<file path="src/rtl/uart_ctl_rx.sv">
// rtl/uart_ctl_rx.sv - UART 8N1 receiver and one-byte command decoder feeding the frame controller
module uart_ctl_rx #(
    parameter int CLKS_PER_BIT = 35,
    parameter int HALF_BIT     = CLKS_PER_BIT / 2
) (
    input  logic clk_4M,
    input  logic rst,
    input  logic uart_rx,
    input  logic ctl_ready,
    output logic ctl_valid,
    output logic ctl_incr,
    output logic ctl_decr,
    output logic frame_err,
    output logic overrun,
    output logic rx_active
);

    localparam int CW = $clog2(CLKS_PER_BIT) + 1;

    // Terminal counts: the counter restarts at 0 on every state change,
    // so a sample lands when it reaches N-1.
    localparam logic [CW-1:0] HALF_LAST = CW'(HALF_BIT - 1);
    localparam logic [CW-1:0] BIT_LAST  = CW'(CLKS_PER_BIT - 1);

    typedef enum logic [2:0] {
        S_IDLE,
        S_START,
        S_DATA,
        S_STOP,
        S_BREAK
    } state_t;

    state_t        state;
    state_t        state_n;
    logic          rx_m;
    logic          rx_s;
    logic [CW-1:0] cnt;
    logic [CW-1:0] cnt_n;
    logic [2:0]    bit_idx;
    logic [2:0]    bit_idx_n;
    logic [7:0]    shift;
    logic [7:0]    shift_n;
    logic          stop_ok;
    logic          stop_bad;
    logic          cmd_incr;
    logic          cmd_decr;
    logic          cmd_hit;
    logic          xfer;

    // Two-flop synchroniser; resets to the idle-high line level.
    always_ff @(posedge clk_4M) begin
        if (rst) begin
            rx_m <= 1'b1;
            rx_s <= 1'b1;
        end else begin
            rx_m <= uart_rx;
            rx_s <= rx_m;
        end
    end

    // Receive FSM state, timing counter, bit index and shift register.
    always_ff @(posedge clk_4M) begin
        if (rst) begin
            state   <= S_IDLE;
            cnt     <= '0;
            bit_idx <= 3'd0;
            shift   <= 8'h00;
        end else begin
            state   <= state_n;
            cnt     <= cnt_n;
            bit_idx <= bit_idx_n;
            shift   <= shift_n;
        end
    end

    // Next-state logic: mid-bit sampling from the start edge, LSB first.
    always_comb begin
        state_n   = state;
        cnt_n     = cnt;
        bit_idx_n = bit_idx;
        shift_n   = shift;
        stop_ok   = 1'b0;
        stop_bad  = 1'b0;
        case (state)
            S_IDLE: begin
                cnt_n     = '0;
                bit_idx_n = 3'd0;
                if (!rx_s) begin
                    state_n = S_START;
                end
            end
            S_START: begin
                if (cnt == HALF_LAST) begin
                    cnt_n   = '0;
                    // A start bit that is high again by mid-bit was a glitch.
                    state_n = rx_s ? S_IDLE : S_DATA;
                end else begin
                    cnt_n = cnt + 1'b1;
                end
            end
            S_DATA: begin
                if (cnt == BIT_LAST) begin
                    cnt_n     = '0;
                    shift_n   = {rx_s, shift[7:1]};
                    bit_idx_n = bit_idx + 3'd1;
                    if (bit_idx == 3'd7) begin
                        state_n = S_STOP;
                    end
                end else begin
                    cnt_n = cnt + 1'b1;
                end
            end
            S_STOP: begin
                if (cnt == BIT_LAST) begin
                    cnt_n = '0;
                    if (rx_s) begin
                        stop_ok = 1'b1;
                        state_n = S_IDLE;
                    end else begin
                        stop_bad = 1'b1;
                        state_n  = S_BREAK;
                    end
                end else begin
                    cnt_n = cnt + 1'b1;
                end
            end
            S_BREAK: begin
                // Wait out a held-low line so it reports only one framing error.
                cnt_n = '0;
                if (rx_s) begin
                    state_n = S_IDLE;
                end
            end
            default: begin
                state_n = S_IDLE;
                cnt_n   = '0;
            end
        endcase
    end

    assign cmd_incr  = stop_ok && ((shift == 8'h2B) || (shift == 8'h6E));
    assign cmd_decr  = stop_ok && ((shift == 8'h2D) || (shift == 8'h70));
    assign cmd_hit   = cmd_incr || cmd_decr;
    assign xfer      = ctl_valid && ctl_ready;
    assign rx_active = (state != S_IDLE);

    // One-entry command buffer plus the error pulses; a new command may
    // replace one that is leaving on the same edge.
    always_ff @(posedge clk_4M) begin
        if (rst) begin
            ctl_valid <= 1'b0;
            ctl_incr  <= 1'b0;
            ctl_decr  <= 1'b0;
            frame_err <= 1'b0;
            overrun   <= 1'b0;
        end else begin
            frame_err <= stop_bad;
            overrun   <= 1'b0;
            if (cmd_hit) begin
                if (!ctl_valid || xfer) begin
                    ctl_valid <= 1'b1;
                    ctl_incr  <= cmd_incr;
                    ctl_decr  <= cmd_decr;
                end else begin
                    overrun <= 1'b1;
                end
            end else if (xfer) begin
                ctl_valid <= 1'b0;
                ctl_incr  <= 1'b0;
                ctl_decr  <= 1'b0;
            end
        end
    end

endmodule

</file>
<file path="config.mk">
export PLATFORM = sky130hd
export DESIGN_NAME = uart_ctl_rx
export DESIGN_NICKNAME = d
export VERILOG_FILES = /design/src/rtl/uart_ctl_rx.sv
export SDC_FILE = /design/constraint.sdc
export NUM_CORES = 1
export LEC_CHECK = 0
export ABC_AREA = 1
export BUFFER_PORTS_ARGS = -buffer_cell sky130_fd_sc_hd__buf_2
export CAP_MARGIN = 5
export CORE_MARGIN = 4
export CORE_UTILIZATION = 45
export DETAILED_ROUTE_END_ITERATION = 10
export GPL_ROUTABILITY_DRIVEN = 0
export PLACE_DENSITY = 0.67
export SLEW_MARGIN = 20
export SYNTH_ARGS = -nofsm -noshare
export SYNTH_HDL_FRONTEND = slang
export SYNTH_SLANG_ARGS = --single-unit
export TNS_END_PERCENT = 50
</file>
<file path="constraint.sdc">
create_clock -name clk_4M -period 3.5 [get_ports clk_4M]
set_input_delay 0.35 -clock clk_4M [delete_from_list [all_inputs] [get_ports clk_4M]]
set_output_delay 0.35 -clock clk_4M [all_outputs]
set_load 0.1 [all_outputs]
</file>
==> impl_metrics.tcl <==
set metrics [dict create \
    p_per_area_nw_per_um2 573.9 \
    synth_cell_types 33 \
    critical-path-top-delay-family "buffers and inverters" \
    crit_path_top_delay_cell "dfxtp_1" \
    setup_viol 0 \
    ys_seq_area_share_pct 40.25 \
    irDropWorstVdd_v 0.0006216 \
    dr.pass1.iters 4 \
    overflow 0 \
    num-nets-final 199 \
    syn_to_final_growth_pct 8.356 \
    h-tree-depth 1 \
    cts_tree "yes" \
    synth_edf_count 0 \
    fillers 270 \
    synthArstFlopShare_pct 0 \
    cts_root_buf "clkbuf_4" \
    min_period_over_period_pct 52.15 \
    grt_pass1_wl_mm 4.678 \
    ys_warn_count 0 \
    start_util_pct 48.82 \
    clock_sinks 28 \
    clock_latency_ns 0.32 \
    final-max-slew-violation-count 0 \
    syn_area_um2 1393 \
    path_cells "inv_1 -> nand2_1 -> buf_2" \
    max_freq_ghz 0.5479 \
    grt_pass1_vias 1107 \
    grt_max_degree 17 \
    critical_path.startpoint_type "register" \
    dieWidth_um 63.63 \
    final_cell_mix "33 x nand2_1, 28 x dfxtp_1, 25 x nor2_1" \
    cts_buffers 3 \
    grt_use_total_pct 14.47 \
    hp-class "in -> reg" \
    dieArea_um2 4049 \
    clockBufferDepth 2 \
    regArea_um2 560.5 \
    synth_top_area_cell "dfxtp_1" \
    crit_type "reg -> out" \
    cts_setup_buffers 0 \
    drive_gt1_share_pct 21.69 \
    finalHoldViolations 0 \
    placementRows 19 \
    skew_ns 0.004095 \
    cp_num_buf_inv 2 \
    hpwlAfterDp_mm 2.045 \
    period_minus_slack_ns 1.825 \
    crit_path_max_fanout 5 \
    synthTopCellsByArea "dfxtp_1 40%, nand2_1 8.9%, nor2_1 6.7%" \
    synth-seq-cells 28 \
    syn_avg_cell_area_um2 7.780 \
    drv_cap 0 \
    tightest_slew_ns 0.4910 \
    drt_iter0_markers 58 \
    core_um2 2853 \
    grt_setup_unrepaired "false" \
    syn_inst 179 \
    required_ns 3.15 \
    synth_flop_cell "dfxtp_1" \
    netlist.area_leader.share_pct 40.25 \
    comb_power_share_pct 34.3 \
    cell_internal_pwr_uw 527.0 \
    pwr-share-seq_pct 41.8 \
    cpPeakStageDelay_ns 0.49 \
    routed_wl_mm 2.582 \
    die_height_um 63.63 \
    endpoint_kind "primary output" \
    post-route-util_pct 52.89 \
    clk_pin_slew_ns 0.14 \
    place_ws_ns 1.933 \
    switching_share_pct 39.15 \
    antenna_cells 0 \
    wl_per_cell_um 11.74 \
    final_antenna_net_count 0 \
    vias_per_cell 5.186 \
    cts_hold_buffers 0 \
    multi_input_area_um2 725.7 \
    antenna_found_initial 0 \
    cts.repair.resized 0 \
    num_vias 1141 \
    slew_headroom_pct 67.49 \
    p_leak_uw 0.0006494 \
    tns_ns 0 \
    status "completed" \
    synthesis.nets 188 \
    route.detailed.drc 0 \
    power.switching_uw 339.0 \
    setup_slack_ns 1.675 \
    port_buffers 9 \
    clkPwrFrac_pct 23.9 \
    cp.arrival_ns 1.48 \
    ios 10 \
    final_common_cell "nand2_1" \
]
layout make-up:
class                   instances  area share, %
clock inverters                 1          1.990
clock buffers                   3          1.493
inverters                      23          5.721
well taps                      31          2.570
repair buffers                  9          2.985
flip-flops and latches         28          37.15
multi-input cells             125          48.09
worst paths after layout:
path / from / end / slack [ns] / cells past startpoint
worst min-delay path: uart_rx / rx_m / 0.20 / 2
worst max register to register: cnt[0] / bit_idx[1] / 1.93 / 11
worst min register to register: rx_m / rx_s / 0.43 / 1
worst max-delay path: state[2] / rx_active / 1.67 / 3
state kept, by name (all words and copies together), names as in the netlist:
name / count
bit_idx: 3
cnt: 7
ctl_decr: 1
ctl_incr: 1
ctl_valid: 1
frame_err: 1
overrun: 1
rx_m: 1
rx_s: 1
shift: 8
state: 3
through the flow:
| step | area, µm² | total power (µW) | hold WS (ns) | cells |
|---|---|---|---|---|
| after floorplan | 1393 | 618.6 | 0.3895 | 179 |
| after global placement | 1456 | 657.6 | 0.3934 | 216 |
| after detailed placement | 1456 | 666.2 | 0.3977 | 216 |
| after CTS | 1509 | 875.1 | 0.1836 | 220 |
| after global routing | 1509 | 926.5 | 0.1762 | 220 |
| final | 1509 | 866.0 | 0.2028 | 220 |
cells in the mapped netlist (all sizes together), types with 2 or more instances:
cell     n
clkinv   2
xor2     3
buf      2
dfxtp   28
a21oi   12
nand2   38
inv     21
o21ai   13
nor3     5
ha       5
nand4    2
nor2    29
nand3    9
or2      3
cell families after synthesis:
kind of cell	after synthesis	share of synthesized area, %
and+or+nand+nor	89	32.53
DFF	28	40.25
AOI/OAI and AO/OA	27	12.58
buffers and inverters	26	7.636
adders and majority gates	5	4.492
xor gates and xnor gates	4	2.516
layer usage:
layer	wire, µm	part of all wire [%]	GRT usage, %	vias up
li1	-	-	-	592
met1	1193	46	17.14	527
met2	1272	49	24.77	18
met3	90	3.5	4.440	4
met4	25	0.97	4.582	0
met5	0	0	0	-
power groups by stage:
stage | registers, µW | logic, µW | clock network (µW)
3_3_place_gp | 366 | 291 | 0
6_report | 362 | 297 | 207
2_1_floorplan | 363 | 256 | 0
5_1_grt | 363 | 329 | 234
3_5_place_dp | 368 | 298 | 0
4_1_cts | 361 | 298 | 215
Note: power is estimated with default switching activity, not from simulation.
